File: config.mk
export PLATFORM = sky130hd
export DESIGN_NAME = bus_router
export DESIGN_NICKNAME = d
export VERILOG_FILES = /design/src/rtl/bus_router.sv
export SDC_FILE = /design/constraint.sdc
export NUM_CORES = 1
export LEC_CHECK = 0
export ABC_AREA = 1
export CORE_AREA = 2 2 136 138
export CTS_BUF_LIST = sky130_fd_sc_hd__clkbuf_8
export DETAILED_ROUTE_END_ITERATION = 8
export DIE_AREA = 0 0 138 140
export HOLD_SLACK_MARGIN = 0.03
export SETUP_SLACK_MARGIN = 0.05
export SYNTH_ARGS = -nofsm -noshare
export SYNTH_HDL_FRONTEND = slang
export SYNTH_SLANG_ARGS = --single-unit
File: constraint.sdc
create_clock -name clock -period 1.6 [get_ports clock]
set_input_delay 0.48 -clock clock [delete_from_list [all_inputs] [get_ports clock]]
set_output_delay 0.48 -clock clock [all_outputs]
set_load 0.1 [all_outputs]
File: src/rtl/bus_router.sv
// rtl/bus_router.sv - single-master to multi-slave address router with timeout and one-entry pending buffer
module bus_router #(
    parameter int                   NSLV     = 5,
    parameter logic [NSLV*32-1:0]   SLV_BASE = '0,
    parameter logic [NSLV*32-1:0]   SLV_TOP  = '0,
    parameter logic [NSLV-1:0]      REBASE   = '1,
    parameter int                   TIMEOUT  = 1024
) (
    input  logic                clock,
    input  logic                reset,
    input  logic                mst_valid,
    input  logic                mst_instr,
    input  logic [31:0]         mst_addr,
    input  logic [31:0]         mst_wdata,
    input  logic [3:0]          mst_wstrb,
    output logic [31:0]         mst_rdata,
    output logic                mst_ready,
    output logic                mst_error,
    output logic                mst_busy,
    output logic                mst_ovf,
    output logic [NSLV-1:0]     slv_valid,
    output logic                slv_instr,
    output logic [31:0]         slv_addr,
    output logic [31:0]         slv_wdata,
    output logic [3:0]          slv_wstrb,
    input  logic [NSLV*32-1:0]  slv_rdata,
    input  logic [NSLV-1:0]     slv_ready
);

    localparam logic [31:0] TO_LAST = 32'(TIMEOUT - 1);

    typedef enum logic {S_IDLE, S_WAIT} state_t;

    state_t            state, state_nxt;
    logic              pend_v;
    logic              pend_instr;
    logic [31:0]       pend_addr;
    logic [31:0]       pend_wdata;
    logic [3:0]        pend_wstrb;
    logic [NSLV-1:0]   sel_oh;
    logic [31:0]       to_cnt;

    logic              req_go;
    logic              req_instr;
    logic [31:0]       req_addr;
    logic [31:0]       req_wdata;
    logic [3:0]        req_wstrb;
    logic              hit;
    logic [NSLV-1:0]   hit_oh;
    logic [31:0]       hit_base;
    logic              sel_ready;
    logic [31:0]       sel_rdata;
    logic              timeout_hit;

    // Request source: a buffered request always goes ahead of a new pulse
    always_comb begin
        req_go    = pend_v | mst_valid;
        req_instr = pend_v ? pend_instr : mst_instr;
        req_addr  = pend_v ? pend_addr  : mst_addr;
        req_wdata = pend_v ? pend_wdata : mst_wdata;
        req_wstrb = pend_v ? pend_wstrb : mst_wstrb;
    end

    // Address decode; scanning downwards lets the lowest matching index win
    always_comb begin
        hit      = 1'b0;
        hit_oh   = '0;
        hit_base = 32'h0;
        for (int i = NSLV - 1; i >= 0; i--) begin
            if (req_addr >= SLV_BASE[32*i +: 32] && req_addr < SLV_TOP[32*i +: 32]) begin
                hit       = 1'b1;
                hit_oh    = '0;
                hit_oh[i] = 1'b1;
                hit_base  = REBASE[i] ? SLV_BASE[32*i +: 32] : 32'h0;
            end
        end
    end

    // Only the slave that owns the outstanding request may complete it
    always_comb begin
        sel_ready = 1'b0;
        sel_rdata = 32'h0;
        for (int i = 0; i < NSLV; i++) begin
            if (sel_oh[i]) begin
                sel_ready = sel_ready | slv_ready[i];
                sel_rdata = sel_rdata | slv_rdata[32*i +: 32];
            end
        end
        timeout_hit = (TIMEOUT > 0) && (to_cnt == TO_LAST);
    end

    // State register
    always_ff @(posedge clock) begin
        if (!reset) state <= S_IDLE;
        else        state <= state_nxt;
    end

    // Next-state logic
    always_comb begin
        state_nxt = state;
        case (state)
            S_IDLE: if (req_go && hit)            state_nxt = S_WAIT;
            S_WAIT: if (sel_ready || timeout_hit) state_nxt = S_IDLE;
            default:                              state_nxt = S_IDLE;
        endcase
    end

    // State-derived outputs
    always_comb begin
        mst_busy = (state == S_WAIT);
    end

    // Request issue, response return and timeout counting
    always_ff @(posedge clock) begin
        if (!reset) begin
            slv_valid <= '0;
            slv_instr <= 1'b0;
            slv_addr  <= 32'h0;
            slv_wdata <= 32'h0;
            slv_wstrb <= 4'h0;
            sel_oh    <= '0;
            to_cnt    <= 32'h0;
            mst_ready <= 1'b0;
            mst_error <= 1'b0;
            mst_rdata <= 32'h0;
        end else begin
            slv_valid <= '0;
            mst_ready <= 1'b0;
            mst_error <= 1'b0;
            mst_rdata <= 32'h0;
            if (state == S_IDLE) begin
                if (req_go) begin
                    if (hit) begin
                        slv_valid <= hit_oh;
                        sel_oh    <= hit_oh;
                        slv_instr <= req_instr;
                        slv_addr  <= req_addr - hit_base;
                        slv_wdata <= req_wdata;
                        slv_wstrb <= req_wstrb;
                        to_cnt    <= 32'h0;
                    end else begin
                        mst_ready <= 1'b1;
                        mst_error <= 1'b1;
                    end
                end
            end else begin
                if (sel_ready) begin
                    mst_ready <= 1'b1;
                    mst_rdata <= sel_rdata;
                end else if (timeout_hit) begin
                    mst_ready <= 1'b1;
                    mst_error <= 1'b1;
                end else if (TIMEOUT > 0 && to_cnt != 32'hFFFF_FFFF) begin
                    to_cnt <= to_cnt + 32'h1;
                end
            end
        end
    end

    // One-entry pending buffer and sticky overflow flag
    always_ff @(posedge clock) begin
        if (!reset) begin
            pend_v     <= 1'b0;
            pend_instr <= 1'b0;
            pend_addr  <= 32'h0;
            pend_wdata <= 32'h0;
            pend_wstrb <= 4'h0;
            mst_ovf    <= 1'b0;
        end else begin
            if (state == S_IDLE && pend_v) pend_v <= 1'b0;
            if (mst_valid) begin
                if ((state == S_IDLE && pend_v) || (state == S_WAIT && !pend_v)) begin
                    pend_v     <= 1'b1;
                    pend_instr <= mst_instr;
                    pend_addr  <= mst_addr;
                    pend_wdata <= mst_wdata;
                    pend_wstrb <= mst_wstrb;
                end else if (state == S_WAIT) begin
                    mst_ovf <= 1'b1;
                end
            end
        end
    end

endmodule

==> After elaboration in Yosys (flattened, before gate mapping) <==
Cells that the tools add are included.
{ "op_classes": {"muxes": 35, "eq_ne": 5, "add_sub_neg": 1, "reduce_logical": 15, "order_cmp": 2, "n_bitwise": 14} }
{ "ops": {"columns": ["cell", "count"], "rows": [
  ["2-to-1 mux 32 bit", 13],
  ["OR 32 bit", 4],
  ["adder 32 x 1 -> 32 bit, second input constant", 1],
  ["== test 32 x 10 -> 1 bit, second input constant", 1],
  ["greater-or-equal comparator 32 x 1 -> 1 bit, second input constant", 1],
  ["< comparator 32 x 1 -> 1 bit, second input constant", 1],
  ["!= test 32 bit, second input constant", 1],
  ["2-to-1 mux 1 bit", 20],
  ["AND reduction 3 bit", 3],
  ["NOT 1 bit", 5],
  ["OR 1 bit", 5],
  ["AND reduction 5 bit", 1],
  ["logical AND 1 bit", 4],
  ["2-to-1 mux 4 bit", 1],
  ["!= test 2 bit, second input constant", 2],
  ["nonzero test 2 bit", 2],
  ["OR reduction 4 bit", 1],
  ["logical OR 1 bit", 2],
  ["!= test 2 x 1 -> 1 bit, second input constant", 1],
  ["one-hot mux 1 bit (2 select lines)", 1],
  ["AND reduction 2 bit", 1],
  ["logical NOT 1 bit", 1]
]} }
{ "word_totals": {"word_cells": 89, "output_inout_bits": 110, "in_bits": 237, "register_bits": 217} }

==> Depth between registers and ports, before layout <==
{ "logic_depth": {"word_depth": 12, "depth_mapped": 11, "ltp_nobuf": 10} }

==> Worst setup path before layout <==
OpenSTA, ideal clock, no wires.
{ "synth_timing": {"kind": "flip-flop to flip-flop", "startpoint": "register state (netlist: mst_busy)", "endpoint": "register to_cnt[19]", "n_path_buf": 1, "stages_incl_launch_ff": 6, "setup_ps": 70, "required_time_ps": 1530, "arrival_time_ps": 1835, "path_slack_ps": -305, "period_less_slack_ps": 1905, "path_cell_list": "dfxtp_1 > inv_1 > nor2_2 > buf_2 > nand3_1 > a21oi_1"} }
{ "synth_via": {"elab_chain_cells": 2, "word_cells_on_any_way": 7, "classes_between": "eq/ne (3); mux (1); reduce/logical (3)"} }
{ "synth_lines": {"columns": ["element", "line", "text"], "rows": [
  ["start, declared", "34", "state_t state, state_nxt;"],
  ["start signal, assigned", "95", "else state <= state_nxt;"],
  ["!= test 2 x 1 -> 1 bit (no line), or another cell as far along", null, null],
  ["AND reduction 5 bit (no line)", null, null],
  ["end signal, assigned", "154", "to_cnt <= to_cnt + 32'h1;"],
  ["end, declared", "41", "logic [31:0] to_cnt;"]
]} }
Parallel ways exist; a longest one is shown, timed or not.
A chain may end at the register's enable or synchronous reset.

==> Worst setup path after layout <==
{ "layout_timing": {"startpoint": "register to_cnt[4]", "endpoint": "register to_cnt[12]"} }
{ "layout_via": {"elab_chain_cells": 5, "word_cells_on_any_way": 10, "classes_between": "add/sub (1); eq/ne (4); mux (4); reduce/logical (1)"} }
{ "layout_lines": {"columns": ["element", "line", "text"], "rows": [
  ["adder 32 x 1 -> 32 bit", "154", null],
  ["2-to-1 mux 32 bit", "153", "end else if (TIMEOUT > 0 && to_cnt != 32'hFFFF_FFFF) begin"],
  ["2-to-1 mux 32 bit", "150", "end else if (timeout_hit) begin"],
  ["2-to-1 mux 32 bit", "147", "if (sel_ready) begin"],
  ["2-to-1 mux 32 bit", "131", "if (state == S_IDLE) begin"]
]} }
Parallel ways exist; a longest one is shown, timed or not. The select of a mux whose other input is x is not followed.

==> impl_metrics.toml <==
[run_status]
status = "complete, but fails checks"
violations = "negative setup slack"

[sta]
period_needed_ns = 1.66
post-route-worst-setup-slack_ns = -0.0577
max_freq_ghz = 0.603
maxSlewViolCount = 0
hold_violations = 0
period_share = 1.04
fin_skew_ns = 0.00874
setup_viol = 28
rsz0062_at_grt = "yes"

[layout]
nNetsFinal = 832
stdcell_area_sq_um = 4070
syn2layout_area_growth_pct = 23.0
drive_above_1_share = 0.239
antenna_cells = 0

[critical_path]
worst_setup_path_start_kind = "flip-flop"
arrival_ns = 1.88
cp_data_required_time_ns = 1.82
r2r_start = "to_cnt[4]$_SDFFE_PN0P_"
reg2reg_depth = 11
critical_path_class = "flip-flop to flip-flop"
end_kind = "flip-flop"
cp-startpoint = "to_cnt[4]$_SDFFE_PN0P_"
path_max_fanout = 6
r2r_end = "to_cnt[12]$_SDFFE_PN0P_"
rrSetupSlack_ns = -0.06

[yosys]
synthDistinctLibCells = 27
synth_flop_cell = "dfxtp_1"
synth.largest_area_cell = "buf_4"
ys_seq_area_frac = 0.218
ys_warn_count = 0
synth-edff-count = 0
netlist_instances = 544
yosysMostFrequentCell = "nand2_1"
synth_top_area_share = 0.243
async_reset_ff_frac = 0
netlist_area_sq_um = 3310
synth_commonest_cells = "nand2_1 (166), buf_4 (107), nor2_1 (69), nand3_1 (44), dfxtp_1 (36)"
syn_avg_cell_area_sq_um = 6.08
synth-seq-cells = 36
synth.area.top_cells = "buf_4 (24%), dfxtp_1 (22%), nand2_1 (19%)"

[clock_network]
hold_buffers = 0
cts.sink_count = 36
clockRootBuffer = "clkbuf_8"
cts_tree = "yes"
clockBufferDepth = 2
clock_latency_ns = 0.29
cts_made_buffers = 5
htreeDepth = 2
path_clk_slew_ns = 0.08

[global_route]
grt_pass1_wl_mm = 12.5
globalRouteOverflowTotal = 0
grt_max_degree = 27
grt_pass1_vias = 2597
antenna_found_initial = 0
grtUsageTotal = 0.0769

[routing]
vias_per_cell = 3.79
drt_first_pass_iters = 4
final_antenna_net_count = 0
drc = 0
num_vias = 3113
avgRoutedWirePerCell_microns = 10.1
wirelength_mm = 8.27
drt-initial-drc-count = 215

[placement]
place.gp.congestion = 0.843
io_buffers = 6
place_area_sq_um = 3570
dp_hpwl_mm = 5.81
post-place-ws_ns = -0.0328

[worst_hold_path]
hp-start = "to_cnt[22]$_SDFFE_PN0P_"
whs_endpoint = "to_cnt[22]$_SDFFE_PN0P_"
hold_path_depth = 2
min_path_type = "flip-flop to flip-flop"

[floorplanning]
die-width_microns = 138
coreArea_sq_um = 17800
rows = 49
die-area_sq_um = 19300
die_h_microns = 140
start_util = 0.186
io_pins = 347

[flow_run]
maxCapViolations = 0

[power_and_ir_drop]
ir_drop_mv = 0.477
p_leak_nw = 1.59
power.density_nw_per_um2 = 730
layout make-up:
cell class | count | area, sq um
fillers | 2010 | 13700
multi-input cells | 457 | 2170
flip-flops and latches | 36 | 748
repair buffers | 54 | 589
well taps | 229 | 287
inverters | 38 | 148
clock buffers | 7 | 96.3
clock inverters | 1 | 30.0
metrics by stage:
stage	hold slack [ns]	util	setup TNS [ns]	power (mW)	cells
floorplan	0.476	-	0	2.24	649
global placement	0.483	0.201	-0.0217	2.06	804
detailed placement	0.490	0.201	-0.0772	2.06	804
CTS	0.502	0.215	-0.000241	2.98	818
global route	0.501	0.229	-3.02	3.05	822
finish	0.486	0.229	-0.708	2.97	822
how the worst max path moves through the flow:
stage                                         end
after floorplan            to_cnt[0]$_SDFFE_PN0P_
after global placement    to_cnt[12]$_SDFFE_PN0P_
after detailed placement  to_cnt[27]$_SDFFE_PN0P_
after CTS                 to_cnt[27]$_SDFFE_PN0P_
after global routing      to_cnt[28]$_SDFFE_PN0P_
final                     to_cnt[12]$_SDFFE_PN0P_
report_power, final:
part	total (mW)	internal, mW	switching, mW	leakage, nW
logic	1.15	0.0230	1.13	1.23
registers	0.898	0.894	0.00397	0.300
clock network	0.919	0.551	0.368	0.0645
state kept, by name, summed over array words and instances, names as in the netlist:
| register | count |
|---|---|
| mst_ready | 1 |
| to_cnt | 32 |
| mst_ovf | 1 |
| mst_busy | 1 |
| pend_v | 1 |
logic make-up after synthesis:
kind of cell               synth area share
AOI/OAI and AO/OA                    0.0605
xor gates and xnor gates             0.0159
adders and majority gates            0.0114
buffers and inverters                 0.307
DFF                                   0.218
other                               0.00113
and+or+nand+nor                       0.386
placed cells by master, fill, tap and decap left out, types with 16 or more instances in the layout:
cell     netlist  routed
nand2_1      166     147
conb_1         1     106
nor2_1        69      57
nand3_1       44      42
buf_4        107      37
inv_1         35      34
a21oi_1       33      19
dfxtp_1       36      18
nand2_2        2      17
dfxtp_2        0      16
routing by layer:
metal / share of wire / up-vias / global-route usage
met5: 0 / - / 0
met4: 0.0058 / 0 / 0.0118
met3: 0.065 / 9 / 0.0123
met2: 0.46 / 117 / 0.131
met1: 0.47 / 1398 / 0.105
li1: - / 1589 / -
worst max-delay path, stage by stage, from the launching register on:
cell and delay [ns]:
dfxtp_1 0.40, nand2_2 0.11, inv_1 0.07, nand2_1 0.08, nor2_4 0.15, nand2_2 0.08
inv_2 0.07, nand2_4 0.05, nand3_4 0.20, clkbuf_16 0.19, nand2_2 0.04, a21oi_1 0.14
what timing repair did:
action                                  in CTS  in global routing
pin swaps                                    1                 29
setup buffers                                5                  2
gates cloned                                 1                  3
endpoints found under the setup margin      33                 33
gates resized for setup                     23                 55
Power figures use the tool's default switching activity.
